### src/rtl/gf1453_pkg.sv
// ---------------------------------------------------------------------------
// gf1453_pkg
//   Shared constants and types for arithmetic modulo q = 1453.
//   Used by the shift-add multiply front end and by the 2^21 fold block.
//
//   Q      : modulus
//   OPW    : operand width, ceil(log2(Q))
//   OUTW   : width of the folded product handed to the Barrett reducer
//   PRODW  : width of the raw product accumulator (2*OPW)
//   FOLD   : 2^21 mod Q, the weight of product bit 21 after folding
//   ITERS  : number of shift-add iterations (one per multiplier bit)
// ---------------------------------------------------------------------------
package gf1453_pkg;

    localparam int Q     = 1453;
    localparam int OPW   = 11;
    localparam int OUTW  = 21;
    localparam int PRODW = 22;

    localparam logic [OUTW-1:0] FOLD  = 21'd473;
    localparam logic [3:0]      ITERS = 4'd11;

    typedef enum logic [1:0] {
        IDLE = 2'd0,
        BUSY = 2'd1,
        DONE = 2'd2
    } state_t;

    // True when an operand is a proper residue, i.e. strictly below Q.
    function automatic logic in_range(input logic [OPW-1:0] v);
        return (v < OPW'(Q));
    endfunction

endpackage

### src/rtl/fold_2p21_1453.sv
// ---------------------------------------------------------------------------
// fold_2p21_1453
//   Combinational 22-bit -> 21-bit fold that keeps the value congruent
//   modulo 1453. Bit 21 (weight 2^21) is replaced by 2^21 mod 1453 = 473.
//   For any product of two residues below 1453 the result stays below 2^21,
//   so the 21-bit sum cannot wrap.
//
//   Ports
//     prod   in   22  raw product
//     folded out  21  congruent folded value
// ---------------------------------------------------------------------------
module fold_2p21_1453
    import gf1453_pkg::*;
(
    input  logic [PRODW-1:0] prod,
    output logic [OUTW-1:0]  folded
);

    logic [OUTW-1:0] low_part;

    assign low_part = prod[OUTW-1:0];

    // Only the single overflow bit needs folding; the add is safe for
    // in-range products (worst case 1452^2 folds to 11625).
    assign folded = prod[PRODW-1] ? (low_part + FOLD) : low_part;

endmodule

### src/rtl/modmul_front_1453.sv
// ---------------------------------------------------------------------------
// modmul_front_1453
//   Sequential shift-add modular-multiply front end for q = 1453.
//   Accepts a pair of residues, builds a*b over 11 shift-add iterations and
//   folds the 22-bit product into a 21-bit value congruent to a*b mod 1453,
//   ready for the downstream combinational Barrett reducer.
//   One product in flight; valid/ready handshakes on both sides.
//
//   Timing: operands accepted at edge T, iterations at edges T+1..T+11,
//   folded result registered at edge T+12 (out_valid high from T+12),
//   held until the output handshake, which returns the block to IDLE.
//
//   Ports
//     clk        in   1   clock, rising edge
//     rst        in   1   asynchronous reset, active-high
//     in_valid   in   1   operand pair valid
//     in_ready   out  1   high only while IDLE
//     in_a       in   11  multiplicand
//     in_b       in   11  multiplier, consumed LSB first
//     out_valid  out  1   out_data valid (DONE state)
//     out_ready  in   1   downstream accepts out_data
//     out_data   out  21  folded product
//     out_err    out  1   operand out of range (only with the macro below)
//
//   Build option
//     MODMUL_RANGE_CHECK_EN : flags in_a >= Q or in_b >= Q at accept; the
//     flagged operation completes with normal timing, out_data = 0 and
//     out_err = 1. Without the macro the out_err port does not exist.
// ---------------------------------------------------------------------------
module modmul_front_1453
    import gf1453_pkg::*;
(
    input  logic            clk,
    input  logic            rst,
    input  logic            in_valid,
    output logic            in_ready,
    input  logic [OPW-1:0]  in_a,
    input  logic [OPW-1:0]  in_b,
    output logic            out_valid,
    input  logic            out_ready,
    output logic [OUTW-1:0] out_data
`ifdef MODMUL_RANGE_CHECK_EN
    ,
    output logic            out_err
`endif
);

    state_t            state;
    state_t            state_next;

    logic [PRODW-1:0]  acc;
    logic [PRODW-1:0]  a_sh;
    logic [OPW-1:0]    b_sh;
    logic [3:0]        cnt;
    logic [OUTW-1:0]   folded;
    logic              last_iter;

`ifdef MODMUL_RANGE_CHECK_EN
    logic              range_err;
`endif

    // The iteration counter reaching ITERS marks the finalize cycle that
    // follows the eleventh shift-add step; no early exit on b_sh == 0.
    assign last_iter = (cnt == ITERS);

    fold_2p21_1453 u_fold (
        .prod   (acc),
        .folded (folded)
    );

    // State register.
    always_ff @(posedge clk or posedge rst) begin
        if (rst) begin
            state <= IDLE;
        end else begin
            state <= state_next;
        end
    end

    // Next-state and handshake outputs; both handshake outputs are pure
    // decodes of the state so they are glitch-free relative to the datapath.
    always_comb begin
        state_next = state;
        in_ready   = 1'b0;
        out_valid  = 1'b0;
        case (state)
            IDLE: begin
                in_ready = 1'b1;
                if (in_valid) begin
                    state_next = BUSY;
                end
            end
            BUSY: begin
                if (last_iter) begin
                    state_next = DONE;
                end
            end
            DONE: begin
                out_valid = 1'b1;
                if (out_ready) begin
                    state_next = IDLE;
                end
            end
            default: begin
                state_next = IDLE;
            end
        endcase
    end

    // Shift-add datapath and output register. Operands are loaded on the
    // accept edge, one multiplier bit is consumed per BUSY edge, and the
    // folded product is captured on the finalize edge. out_data is only
    // written there, so it holds its value through DONE and afterwards.
    always_ff @(posedge clk or posedge rst) begin
        if (rst) begin
            acc      <= '0;
            a_sh     <= '0;
            b_sh     <= '0;
            cnt      <= '0;
            out_data <= '0;
`ifdef MODMUL_RANGE_CHECK_EN
            range_err <= 1'b0;
            out_err   <= 1'b0;
`endif
        end else begin
            case (state)
                IDLE: begin
                    if (in_valid) begin
                        a_sh <= {{(PRODW-OPW){1'b0}}, in_a};
                        b_sh <= in_b;
                        acc  <= '0;
                        cnt  <= '0;
`ifdef MODMUL_RANGE_CHECK_EN
                        range_err <= !(in_range(in_a) && in_range(in_b));
`endif
                    end
                end
                BUSY: begin
                    if (!last_iter) begin
                        if (b_sh[0]) begin
                            acc <= acc + a_sh;
                        end
                        a_sh <= a_sh << 1;
                        b_sh <= b_sh >> 1;
                        cnt  <= cnt + 4'd1;
                    end else begin
`ifdef MODMUL_RANGE_CHECK_EN
                        out_data <= range_err ? '0 : folded;
                        out_err  <= range_err;
`else
                        out_data <= folded;
`endif
                    end
                end
                DONE: begin
`ifdef MODMUL_RANGE_CHECK_EN
                    if (out_ready) begin
                        out_err <= 1'b0;
                    end
`endif
                end
                default: begin
                end
            endcase
        end
    end

endmodule
### config.mk
export PLATFORM = sky130hd
export DESIGN_NAME = modmul_front_1453
export DESIGN_NICKNAME = d
export VERILOG_FILES = /design/src/rtl/gf1453_pkg.sv /design/src/rtl/fold_2p21_1453.sv /design/src/rtl/modmul_front_1453.sv
export SDC_FILE = /design/constraint.sdc
export NUM_CORES = 1
export LEC_CHECK = 0
export CAP_MARGIN = 5
export CORE_ASPECT_RATIO = 1.1
export CORE_MARGIN = 1
export CORE_UTILIZATION = 44
export CTS_CLUSTER_SIZE = 10
export DETAILED_ROUTE_END_ITERATION = 8
export PLACE_DENSITY_LB_ADDON = 0.2
export SKIP_LAST_GASP = 1
export SLEW_MARGIN = 10
export SYNTH_ARGS = -nofsm -noshare
export SYNTH_HDL_FRONTEND = slang
export SYNTH_HIERARCHICAL = 1
export SYNTH_SLANG_ARGS = --single-unit
### constraint.sdc
create_clock -name clk -period 6.83 [get_ports clk]
set_clock_uncertainty 0.2 [all_clocks]
set_input_delay 1.366 -clock clk [delete_from_list [all_inputs] [get_ports clk]]
set_output_delay 1.366 -clock clk [all_outputs]
set_load 0.01 [all_outputs]
======== Word level (Yosys, flattened, before mapping) ========
Index checks and enable logic that the tools add are counted.
word-level totals
  bits of input ports ..................... 26
  word-level logic and storage cells ...... 43
  register bits ........................... 82
  output and inout port bits .............. 23
operators by class
  $add $sub $neg .......................... 3
  reductions and logical operators ........ 6
  mux-type cells .......................... 20
  equality and inequality tests ........... 8
operators by type and width
  kind                                            number
  two-way mux 22 bit                              5
  case mux 22 bit (2 select lines)                2
  adder 22 bit                                    1
  two-way mux 11 bit                              2
  case mux 11 bit (2 select lines)                1
  adder 21 x 9 -> 21 bit (second input constant)  1
  two-way mux 21 bit                              1
  != test 2 bit (second input constant)           5
  two-way mux 4 bit                               2
  case mux 4 bit (2 select lines)                 1
  two-way mux 2 bit                               3
  case mux 2 bit (3 select lines)                 1
  AND reduction 3 bit                             2
  adder 4 x 1 -> 4 bit (second input constant)    1
  == test 4 bit (second input constant)           1
  AND reduction 4 bit                             1
  == test 2 x 1 -> 1 bit (second input constant)  1
  == test 2 bit (second input constant)           1
  zero test 2 bit                                 1
  two-way mux 1 bit                               2
  AND reduction 2 bit                             1
  nonzero test 2 bit                              1

======== Longest topological paths before layout ========
Gate-level depths: netlist of run 1.
  word-level depth ........................ 4
  mapped depth ............................ 10

======== Cells and area by module ========
Netlist of run 1, hierarchy kept.
modules (own cells, without submodules)
  module             times used  cells each  area an instance (sq um)  sequential area each (sq um)
  modmul_front_1453  1           430         4440.5                    2052.0
  fold_2p21_1453     1           64          459.2                     0.0

======== Least setup slack after synthesis of run 1 ========
Ideal clock, no wire load.
  kind .................................... input to register
  from .................................... in in_valid
  to ...................................... reg acc[5]
  slack ................................... 3.996 ns
  arrival ................................. 2.513 ns
  path buffers ............................ 2
  library setup time ...................... 0.122 ns
  cell stages on the path ................. 8
  path through ............................ o21bai_1 -> a21o_1 -> buf_2 -> inv_2 -> o21ai_1 -> buf_2 -> nor2_1 -> a32o_1
between the ends
  longest elaborated chain between the ends .. 2
ends and longest elaborated chain
  element                        RTL line                  source
  start: declaration             modmul_front_1453.sv:35   input logic in_valid,
  != test 2 bit (no line)        n/a
  AND reduction 4 bit (no line)  n/a
  end signal: assignment         modmul_front_1453.sv:141  acc <= acc + a_sh;
  end: declaration               modmul_front_1453.sv:51   logic [PRODW-1:0] acc;
Every way passes these cells.
A chain may end at the register's enable or synchronous reset.

======== Worst setup path after layout of run 1 ========
  from .................................... in in_valid
  to ...................................... reg acc[19]
The elaborated chain is that of the path after synthesis.

==> results of run 1 <==
==> stage by stage <==
stage	hold slack (ns)	setup slack (ns)	utilization
finish	0.281	3.15	0.532
global placement	0.266	2.89	0.504
global route	0.309	2.92	0.532
detailed placement	0.270	2.79	0.504
CTS	0.285	3.13	0.532
floorplan	0.249	3.16	-
==> final timing paths <==
path                                startpoint                       to  cells past startpoint
max                                   in_valid      acc[19]$_DFFE_PP0P_                      9
min                        b_sh[8]$_DFFE_PP0P_      b_sh[8]$_DFFE_PP0P_                      2
max reg2reg                 cnt[0]$_DFFE_PP0P_      acc[19]$_DFFE_PP0P_                      9
min reg2reg                b_sh[8]$_DFFE_PP0P_      b_sh[8]$_DFFE_PP0P_                      2
max in group asynchronous                  rst     a_sh[12]$_DFFE_PP0P_                      3
min in group asynchronous                  rst  out_data[3]$_DFFE_PP0P_                      3
==> power by group through the flow <==
stage	sequential (mW)	clock [mW]	combinational (mW)
CTS	0.896	0.502	1.43
detailed placement	0.905	0	1.43
floorplan	0.853	0	1.11
finish	0.894	0.490	1.42
global route	0.929	0.521	1.59
global placement	0.896	0	1.40
==> worst register-to-register path, cell delays in order (launching register included) <==
cell and delay (ns):
dfrtp_1 0.42, ha_1 0.25, and3b_1 0.21, a21o_1 0.19
buf_4 0.26, inv_2 0.26, o21ai_2 0.08, buf_4 0.23
nor2_2 0.51, a22o_1 0.23
==> cell type report <==
class	instances	area share
inverters	11	0.00736
repair buffers	53	0.0896
well taps	147	0.0318
clock buffers	11	0.0437
clock inverters	4	0.00887
multi-input cells	374	0.464
flip-flops and latches	82	0.355
==> logic make-up (layout without fill, tap and decap cells) <==
group | count (synthesis) | after routing | share of synthesized area
AO/OA/AOI/OAI | 122 | 122 | 0.176
XOR/XNOR | 39 | 39 | 0.0697
adder cells (fa/ha/maj) | 24 | 24 | 0.0628
buffers and inverters | 38 | 79 | 0.0347
flip-flops | 82 | 82 | 0.419
multiplexers | 42 | 42 | 0.0914
AND/OR/NAND/NOR | 147 | 147 | 0.146
==> cells in the final DEF, fill, tap and decap left out, types with 4 or more instances in the layout <==
master / count
mux2i_1: 20
nand2_1: 75
a21o_1: 15
dfrtp_1: 82
ha_1: 23
o211ai_1: 4
xor2_1: 11
nand3_1: 19
a21oi_1: 19
and3_1: 4
buf_4: 5
nor2b_1: 6
clkbuf_16: 9
a22o_1: 18
inv_1: 9
o21ai_0: 29
nand4_1: 9
nor2_1: 9
mux2_2: 21
clkdlybuf4s50_1: 48
xnor2_1: 28
nand2b_1: 4
o31ai_1: 4
a31oi_1: 7
==> routing by layer <==
layer  track usage  vias up  share of wire
li1              -     1869              -
met1         0.261     1719           0.49
met2         0.302       59           0.45
met3        0.0436       19          0.032
met4        0.0743        0          0.020
met5             0        -              0
==> registers in the layout, indices dropped and copies added, names as in the netlist <==
signal / count
b_sh: 11
acc: 22
state: 2
cnt: 4
out_data: 21
a_sh: 22
==> summary.txt, run 1 <==
Outcome
  • Outcome: finished, final reports clean

Route
  • Antenna viol nets, final: 0
  • Drt first-iter violations: 175
  • Routed WL: 10100 um
  • Wire length per cell: 14.7 um
  • Via count normalized by instance count: 5.38
  • # DRC: 0
  • Total number of vias: 3666
  • Number of iterations in the first detailed-routing pass: 4

Setup path
  • Critical path data required time: 6.90 ns
  • Kind of capture point of the worst setup path: register
  • Type of the setup path with the least slack: in2reg
  • Critical Path Start Type: primary input
  • Crit-path most repeated cell: buf_4
  • Bufs and invs on worst path: 4
  • Crit path max fanout: 53
  • Worst reg2reg setup slack: 3.93 ns
  • Data arrival at the endpoint of the critical path: 3.75 ns
  • Dominant delay contributor by cell family on the critical path: buffers and inverters
  • Ordered cell list for the critical path: clkdlybuf4s50_1 > o21bai_1 > a21o_1 > buf_4 > inv_2 > o21ai_2 > buf_4 > nor2_2 > a22o_1
  • Slowest Stage Delay on Critical Path: 0.51 ns
  • Slowest-stage cell, CP: clkdlybuf4s50_1

Final layout
  • Cell area after layout: 5780 um^2
  • Count of antenna diodes in the layout: 0
  • Share of post-route cells with drive strength above 1: 0.107
  • Number of fill cells: 1027
  • Filler-free cell count of the finished design: 682
  • Storage cell area: 2050 um^2
  • Post-layout net count: 581
  • Area Growth Syn to Fin: 18.0%
  • Multi-input logic area: 2680 um^2

Synth
  • Instance count of the mapped netlist: 494
  • Sequential-to-total area share from yosys stat: 0.419
  • Synth top cells by count: dfrtp_1 (82), nand2_1 (75), o21ai_0 (29), xnor2_1 (28), ha_1 (23)
  • Number of enable-type register cells in the synthesized netlist: 0
  • Number of distinct library cells after synthesis: 62
  • Dominant register cell in the synthesized netlist: dfrtp_1
  • Post-Syn Area: 4900 um^2
  • Proportion of netlist area held by the largest area contributor: 0.419
  • Post-synthesis async set-or-reset flop share: 1.00
  • Synth area leaders: dfrtp_1 (42%), ha_1 (5.9%), nand2_1 (5.7%)
  • Cell accounting for the most synthesized area: dfrtp_1
  • Most frequent cell after synthesis: dfrtp_1
  • Mapped Nets: 544
  • Yosys Warn Count: 6
  • Post-synthesis sequential element count: 82
  • Mean cell area of the mapped netlist: 9.92 um^2

Place
  • DP Cell Count: 667
  • Placer congestion estimate: 0.863
  • Area of placed instances: 5480 um^2
  • Port buffer count: 48
  • Detailed-placement wirelength estimate: 7310 um

Pwr
  • Relative contribution of combinational cells to total power: 0.507
  • Power share of the sequential group: 0.319
  • Net Sw Power: 1.15 mW
  • Worst vdd ir: 0.000338 V
  • Switching portion of total power: 0.409
  • Power Density: 485 nW/um^2
  • P_leak: 2.61 nW
  • Post-layout power: 2.81 mW
  • Internal Power: 1.66 mW
  • Clock network fraction of design power: 0.175

Floorplanning
  • Number of I/O pins: 49
  • Number of standard-cell rows in the floorplan: 40
  • Overall die height: 113 um
  • Initial core utilization: 0.451
  • Core Area: 10900 um^2
  • Die area: 11600 um^2
  • Width of the chip: 103 um

Worst hold path
  • HP Class: reg2reg

Global route
  • Overall routing resource usage: 0.194
  • Wire length of the first global-routing pass: 17500 um
  • Number of antenna violations at the first check in global routing: 0
  • Largest net degree at the start of global routing: 83
  • Via count of the first global-routing pass: 3638
  • Global route total overflow: 0

Clocking
  • Number of H-tree levels: 3
  • Longest Clk Path Bufs: 2
  • Number of hold buffers added after cts: 0
  • Clock sink count: 82
  • Total CTS buffers: 9
  • Root Buffer: clkbuf_16
  • Clock tree from TritonCTS: built
  • Clock latency on the worst-skew pair: 0.34 ns
  • Post-CTS Resized: 0
  • Number of buffers added for setup after CTS: 0
  • Worst-path clk slew: 0.06 ns

STA
  • Number of setup violations in the final report: 0
  • Hold violation count in the final report: 0
  • Final slew viol count: 0
  • Final period util: 0.539
  • Setup repair after global routing missed its margin: false
  • Worst-margin pin slew: 1.05 ns
  • Total Neg Setup Slack: 0 ns
  • Slew HR: 0.300
  • Min Clock Period, post-route: 3.68 ns
  • Achievable clock frequency: 271 MHz

Job
  • Max Cap Violations: 0
No activity file was read; power rests on OpenSTA's default activity.
==> inputs of run 2 (changes only) <==
==> constraint.sdc (replaced) <==
create_clock -name clk -period 3.7 [get_ports clk]
set_clock_uncertainty 0.2 [all_clocks]
set_input_delay 0.74 -clock clk [delete_from_list [all_inputs] [get_ports clk]]
set_output_delay 0.74 -clock clk [all_outputs]
set_load 0.01 [all_outputs]
==> run 2 against run 1 <==
Sequential share of layout area shrank 0.077 points; global-route usage grew 0.29 points; die area is the same; first-iteration DRC count grew 25%; critical path depth grew 1; the flow now finishes with violations (DRC); final area grew 0.22%; clock power grew 90%; setup slack lost 2.3 ns; largest power group unchanged; via count grew 1.5%; power grew 86%; core utilization grew 0.12 points; non-clock buffer count grew 2.
==> summary.txt, run 2 (synthesis results as in run 1) <==
Outcome
  • Outcome: finished, violations left
  • Violated checks: DRC

Floorplanning
  • Core Area: 10900 um^2 (unchanged)
  • Die area: 11600 um^2 (unchanged)
  • Overall die height: 113 um (unchanged)
  • Initial core utilization: 0.451 (unchanged)
  • Width of the chip: 103 um (unchanged)
  • Number of standard-cell rows in the floorplan: 40 (unchanged)
  • Number of I/O pins: 49 (unchanged)

STA
  • Achievable clock frequency: 355 MHz
  • Min Clock Period, post-route: 2.82 ns
  • Final slew viol count: 0 (unchanged)
  • Total Neg Setup Slack: 0 ns (unchanged)
  • Setup repair after global routing missed its margin: false
  • Final period util: 0.761
  • Hold violation count in the final report: 0 (unchanged)
  • Worst-margin pin slew: 0.681 ns (-0.370 ns)
  • Slew HR: 0.546 (+0.246)
  • Number of setup violations in the final report: 0 (unchanged)

Route
  • Wire length per cell: 14.9 um (+0.71%)
  • Number of iterations in the first detailed-routing pass: 6 (+2)
  • Drt first-iter violations: 218 (+25%)
  • DR WL met3: 359 um (+11%)
  • Uppermost routed layer: met4
  • Wire length on met1: 4900 um (-1.3%)
  • # DRC: 1 (+1)
  • Total number of vias: 3722 (+1.5%)
  • Antenna viol nets, final: 0 (unchanged)
  • Via count normalized by instance count: 5.44 (+1.2%)
  • Wire length on met2: 4720 um (+3.4%)
  • Routed WL: 10200 um (+1.0%)

Global route
  • Number of antenna violations at the first check in global routing: 0 (unchanged)
  • Overall routing resource usage: 0.197 (+0.00294)
  • Largest net degree at the start of global routing: 53 (-36%)
  • Via count of the first global-routing pass: 3699 (+1.7%)
  • Global route total overflow: 0 (unchanged)
  • Wire length of the first global-routing pass: 17800 um (+1.6%)

Setup path
  • Critical path data required time: 3.73 ns (-3.17 ns)
  • Crit path max fanout: 5 (-91%)
  • Critical Path Start Type: register
  • Kind of capture point of the worst setup path: register
  • Data arrival at the endpoint of the critical path: 2.85 ns (-0.90 ns)
  • Type of the setup path with the least slack: reg2reg

Clocking
  • Worst-path clk slew: 0.06 ns (about the same)
  • Total CTS buffers: 9 (unchanged)
  • Root Buffer: clkbuf_16
  • Clock latency on the worst-skew pair: 0.34 ns (about the same)
  • Clock sink count: 82 (unchanged)
  • Number of hold buffers added after cts: 0 (unchanged)
  • Clock tree from TritonCTS: built
  • Longest Clk Path Bufs: 2 (unchanged)
  • Post-CTS Resized: 0 (unchanged)
  • Number of H-tree levels: 3 (unchanged)
  • Number of buffers added for setup after CTS: 0 (unchanged)

Final layout
  • Post-layout net count: 583 (+0.34%)
  • Area Growth Syn to Fin: 18.3%
  • Number of fill cells: 1005 (-2.1%)
  • Storage cell area: 2050 um^2 (unchanged)
  • Share of post-route cells with drive strength above 1: 0.104 (-0.00226)
  • Most common cell after layout, fill and taps aside: dfrtp_1
  • Commonest non-fill, non-tap cells in the layout: dfrtp_1 (82), nand2_1 (75), clkdlybuf4s50_1 (48), o21ai_0 (29), xnor2_1 (28)
  • Multi-input logic area: 2680 um^2 (unchanged)
  • Count of antenna diodes in the layout: 0 (unchanged)
  • Largest registers: a_sh x22, acc x22, out_data x21
  • Fin util: 0.534 (+0.00115)

Place
  • Placer congestion estimate: 0.867 (+0.50%)
  • Port buffer count: 48 (unchanged)
  • Detailed-placement wirelength estimate: 7490 um (+2.5%)

Pwr
  • P_leak: 2.62 nW (+0.35%)
  • Worst vdd ir: 0.000451 V (+34%)
  • Power Density: 899 nW/um^2 (+85%)

Worst hold path
  • HP Class: reg2reg

Job
  • Max Cap Violations: 0 (unchanged)
run 2: changes by cell type in the layout (fill, tap and decap cells not counted):
cell        delta
clkinvlp_4     -1
clkbuf_1       +3
buf_4          +2
clkinv_4       -1
clkbuf_8       -2
bufinv_16      +1
run 2: worst paths after layout:
path	slack (ns)	endpoint	cells past startpoint	start
max	0.88	acc[18]$_DFFE_PP0P_	10	acc[0]$_DFFE_PP0P_
min	0.28	b_sh[9]$_DFFE_PP0P_	2	b_sh[9]$_DFFE_PP0P_
max reg2reg	0.88	acc[18]$_DFFE_PP0P_	10	acc[0]$_DFFE_PP0P_
min reg2reg	0.28	b_sh[9]$_DFFE_PP0P_	2	b_sh[9]$_DFFE_PP0P_
max in group asynchronous	1.92	a_sh[20]$_DFFE_PP0P_	3	rst
min in group asynchronous	0.59	out_data[4]$_DFFE_PP0P_	2	rst
run 2: layout make-up:
type | instances | share of cell area
Tap cell | 147 | 0.0317
Clock buffer | 12 | 0.0408
Clock inverter | 3 | 0.0112
Inverter | 11 | 0.00734
Sequential cell | 82 | 0.354
Timing Repair Buffer | 55 | 0.0920
Multi-Input combinational cell | 374 | 0.463
run 2: worst max-delay path: stages (launching register included):
cell	delay (ns)
dfrtp_1	0.47
ha_1	0.25
inv_1	0.07
fa_1	0.20
inv_1	0.05
a21o_1	0.16
a221o_2	0.43
a311oi_4	0.36
o221ai_2	0.16
xor2_1	0.16
a22o_1	0.19
run 2: through the flow:
step           hold slack [ns]  power, mW  std cells  worst slack [ns]  instance area, um^2
5_1_grt                  0.302       5.65        684             0.772                 5790
6_report                 0.279       5.21        684             0.883                 5790
3_3_place_gp             0.265       4.25        669             0.726                 5490
3_5_place_dp             0.272       4.30        669             0.645                 5490
2_1_floorplan            0.249       3.63        494             0.652                 4900
4_1_cts                  0.285       5.25        684             0.878                 5790
run 2: metal layers:
layer	up-vias	GRT usage
li1	1864	-
met1	1772	0.264
met2	74	0.314
met3	12	0.0386
met4	0	0.0705
met5	-	0
run 2: power breakdown:
group / switching [mW] / internal, mW / total, mW
Clock: 0.346 / 0.587 / 0.933
Sequential: 0.387 / 1.27 / 1.65
Combinational: 1.38 / 1.24 / 2.62
==> inputs of run 3 (changes only) <==
==> constraint.sdc (replaced) <==
create_clock -name clk -period 2.6 [get_ports clk]
set_clock_uncertainty 0.2 [all_clocks]
set_input_delay 0.52 -clock clk [delete_from_list [all_inputs] [get_ports clk]]
set_output_delay 0.52 -clock clk [all_outputs]
set_load 0.01 [all_outputs]
==> run 3 against run 2 <==
The run still ends with DRC left; worst hold slack better by 0.0088 ns; core utilization is 3.9 points higher; sequential cell count unchanged; via count rose by 4.9%; sequential share of layout area is 2.4 points lower; fmax is 9.5% higher; die area unchanged; non-clock buffer count grew 46; power up 53%; clock power increased by 25%; global-route usage rose by 1.8 points.
==> summary.txt, run 3 (synthesis results as in run 1) <==
Outcome
  • Outcome: finished, violations left
  • Violated checks: DRC

Final layout
  • Storage cell area: 2050 um^2 (unchanged)
  • Commonest non-fill, non-tap cells in the layout: dfrtp_1 (82), nand2_1 (75), buf_4 (49), clkdlybuf4s50_1 (48), o21ai_0 (29)
  • Post-layout net count: 629 (+7.9%)
  • Multi-input logic area: 2740 um^2 (+2.3%)
  • Most common cell after layout, fill and taps aside: dfrtp_1
  • Share of post-route cells with drive strength above 1: 0.199 (+0.0943)
  • Area Growth Syn to Fin: 26.9%
  • Number of fill cells: 990 (-1.5%)
  • Cell area after layout: 6220 um^2 (+7.3%)
  • Largest registers: a_sh x22, acc x22, out_data x21
  • Count of antenna diodes in the layout: 0 (unchanged)

Global route
  • Wire length of the first global-routing pass: 19100 um (+7.7%)
  • Met1 Resource Use GR: 0.309 (+0.0449)
  • GRT Max-Usage Layer: met2
  • Global route total overflow: 0 (unchanged)
  • M3 GR Usage: 0.0274 (-0.0112)
  • Number of antenna violations at the first check in global routing: 0 (unchanged)
  • Overall routing resource usage: 0.215 (+0.0183)
  • Via count of the first global-routing pass: 3888 (+5.1%)
  • Largest net degree at the start of global routing: 53 (unchanged)
  • Met2 capacity usage during global routing: 0.327 (+0.0124)

Route
  • Antenna viol nets, final: 0 (unchanged)
  • Wire length per cell: 15.3 um (+3.2%)
  • Routed WL: 11200 um (+10%)
  • # DRC: 1 (unchanged)
  • Via count normalized by instance count: 5.34 (-1.8%)
  • Number of iterations in the first detailed-routing pass: 6 (unchanged)
  • Drt first-iter violations: 185 (-15%)
  • Total number of vias: 3906 (+4.9%)

STA
  • Number of setup violations in the final report: 0 (unchanged)
  • Total Neg Setup Slack: 0 ns (unchanged)
  • Min Clock Period, post-route: 2.57 ns (-0.245 ns)
  • Hold violation count in the final report: 0 (unchanged)
  • Final slew viol count: 0 (unchanged)
  • Worst-margin pin slew: 0.634 ns (-0.0468 ns)
  • Setup repair after global routing missed its margin: true
  • Final period util: 0.989 (+0.228)
  • Slew HR: 0.577 (+0.0307)
  • Achievable clock frequency: 389 MHz (+9.5%)

Floorplanning
  • Number of I/O pins: 49 (unchanged)
  • Number of standard-cell rows in the floorplan: 40 (unchanged)
  • Initial core utilization: 0.451 (unchanged)
  • Overall die height: 113 um (unchanged)
  • Core Area: 10900 um^2 (unchanged)
  • Width of the chip: 103 um (unchanged)
  • Die area: 11600 um^2 (unchanged)

Setup path
  • Critical Path Start Type: register
  • Kind of capture point of the worst setup path: register
  • Crit path max fanout: 3 (-2)
  • Data arrival at the endpoint of the critical path: 2.61 ns (-0.24 ns)
  • Crit-path most repeated cell: inv_2
  • Slowest-stage cell, CP: dfrtp_1
  • RR Endpoint: acc[16]$_DFFE_PP0P_
  • Dominant delay contributor by cell family on the critical path: compound AO/OA/AOI/OAI gates
  • Cells on worst reg2reg path: 11 (+1)
  • Bufs and invs on worst path: 3 (+1)
  • Worst reg2reg setup slack: 0.03 ns (-0.85 ns)
  • Ordered cell list for the critical path: ha_2 > inv_2 > fa_2 > inv_2 > a21o_1 > a221o_2 > buf_6 > a21o_4 > a31oi_4 > xnor2_2 > a22o_1
  • Type of the setup path with the least slack: reg2reg
  • Slowest Stage Delay on Critical Path: 0.38 ns (-0.09 ns)
  • Critical path data required time: 2.63 ns (-1.10 ns)
  • RR Startpoint: a_sh[0]$_DFFE_PP0P_

Clocking
  • Clock latency on the worst-skew pair: 0.34 ns (about the same)
  • Total CTS buffers: 9 (unchanged)
  • Clock tree from TritonCTS: built
  • Clock sink count: 82 (unchanged)
  • Longest Clk Path Bufs: 2 (unchanged)
  • Root Buffer: clkbuf_16
  • Worst-path clk slew: 0.06 ns (about the same)
  • Number of H-tree levels: 3 (unchanged)

Pwr
  • P_leak: 2.84 nW (+8.2%)
  • Power Density: 1280 nW/um^2 (+42%)
  • Worst vdd ir: 0.000613 V (+36%)

Place
  • Area of placed instances: 5840 um^2 (+6.3%)
  • Placer congestion estimate: 0.883 (+1.9%)
  • Detailed-placement wirelength estimate: 8610 um (+15%)
  • Port buffer count: 48 (unchanged)

Worst hold path
  • Hold Path End: b_sh[7]$_DFFE_PP0P_
  • Hold Crit Start: b_sh[7]$_DFFE_PP0P_
  • Number of cells on the worst hold path: 2 (unchanged)
  • HP Class: reg2reg

Job
  • Max Cap Violations: 0 (unchanged)
==> run 3: what timing repair did <==
item,in CTS,in global routing
gates cloned,0,0
gates resized for setup,3,11
pin swaps,6,6
hold buffers,0,0
buffers inserted,1,4
setup endpoints to repair,2,9
endpoints found under the hold margin,0,0
==> run 3: area by class of cell <==
cell class | instances | share of cell area
clock inverters | 6 | 0.00705
multi-input cells | 374 | 0.441
flip-flops and latches | 82 | 0.330
repair buffers | 101 | 0.148
inverters | 11 | 0.00725
well taps | 147 | 0.0296
clock buffers | 10 | 0.0368
==> run 3: metrics by stage <==
step | total power, mW | worst slack [ns] | cells | hold WS (ns) | utilization
6_report | 7.95 | 0.0277 | 731 | 0.288 | 0.572
5_1_grt | 8.62 | -0.0624 | 731 | 0.319 | 0.572
4_1_cts | 7.87 | -0.0245 | 727 | 0.292 | 0.564
3_5_place_dp | 6.66 | -0.0707 | 710 | 0.279 | 0.538
3_3_place_gp | 6.55 | -0.00723 | 710 | 0.265 | 0.538
2_1_floorplan | 5.17 | 0.00197 | 494 | 0.249 | -
==> run 3: worst max-delay path by stage <==
stage	startpoint	to	slack, ns	cells past startpoint
after floorplan	acc[0]$_DFFE_PP0P_	acc[18]$_DFFE_PP0P_	0.002	10
after global placement	acc[0]$_DFFE_PP0P_	acc[18]$_DFFE_PP0P_	-0.007	10
after detailed placement	acc[0]$_DFFE_PP0P_	acc[18]$_DFFE_PP0P_	-0.07	10
after CTS	a_sh[0]$_DFFE_PP0P_	acc[18]$_DFFE_PP0P_	-0.02	10
after global routing	a_sh[0]$_DFFE_PP0P_	acc[18]$_DFFE_PP0P_	-0.06	10
final	a_sh[0]$_DFFE_PP0P_	acc[16]$_DFFE_PP0P_	0.03	11
==> run 3: worst reg2reg max path: cells and delay by family (launching register included) <==
family                   cells  cell delay, ns
buffers and inverters        3            0.23
adder cells (fa/ha/maj)      2            0.42
XOR/XNOR                     1            0.09
flip-flops                   1            0.38
AO/OA/AOI/OAI                5            1.16
==> run 3: power breakdown <==
group / internal, mW / switching [mW]
registers: 1.81 / 0.405
clock network: 0.646 / 0.526
logic: 2.23 / 2.34
total: 4.69 / 3.27
==> run 3: per-layer routing <==
layer / up-vias / routed length (um) / part of all wire
met5: - / 0 / 0
met4: 0 / 248 / 0.022
met3: 17 / 325 / 0.029
met2: 62 / 5110 / 0.46
met1: 1875 / 5510 / 0.49
li1: 1952 / - / -
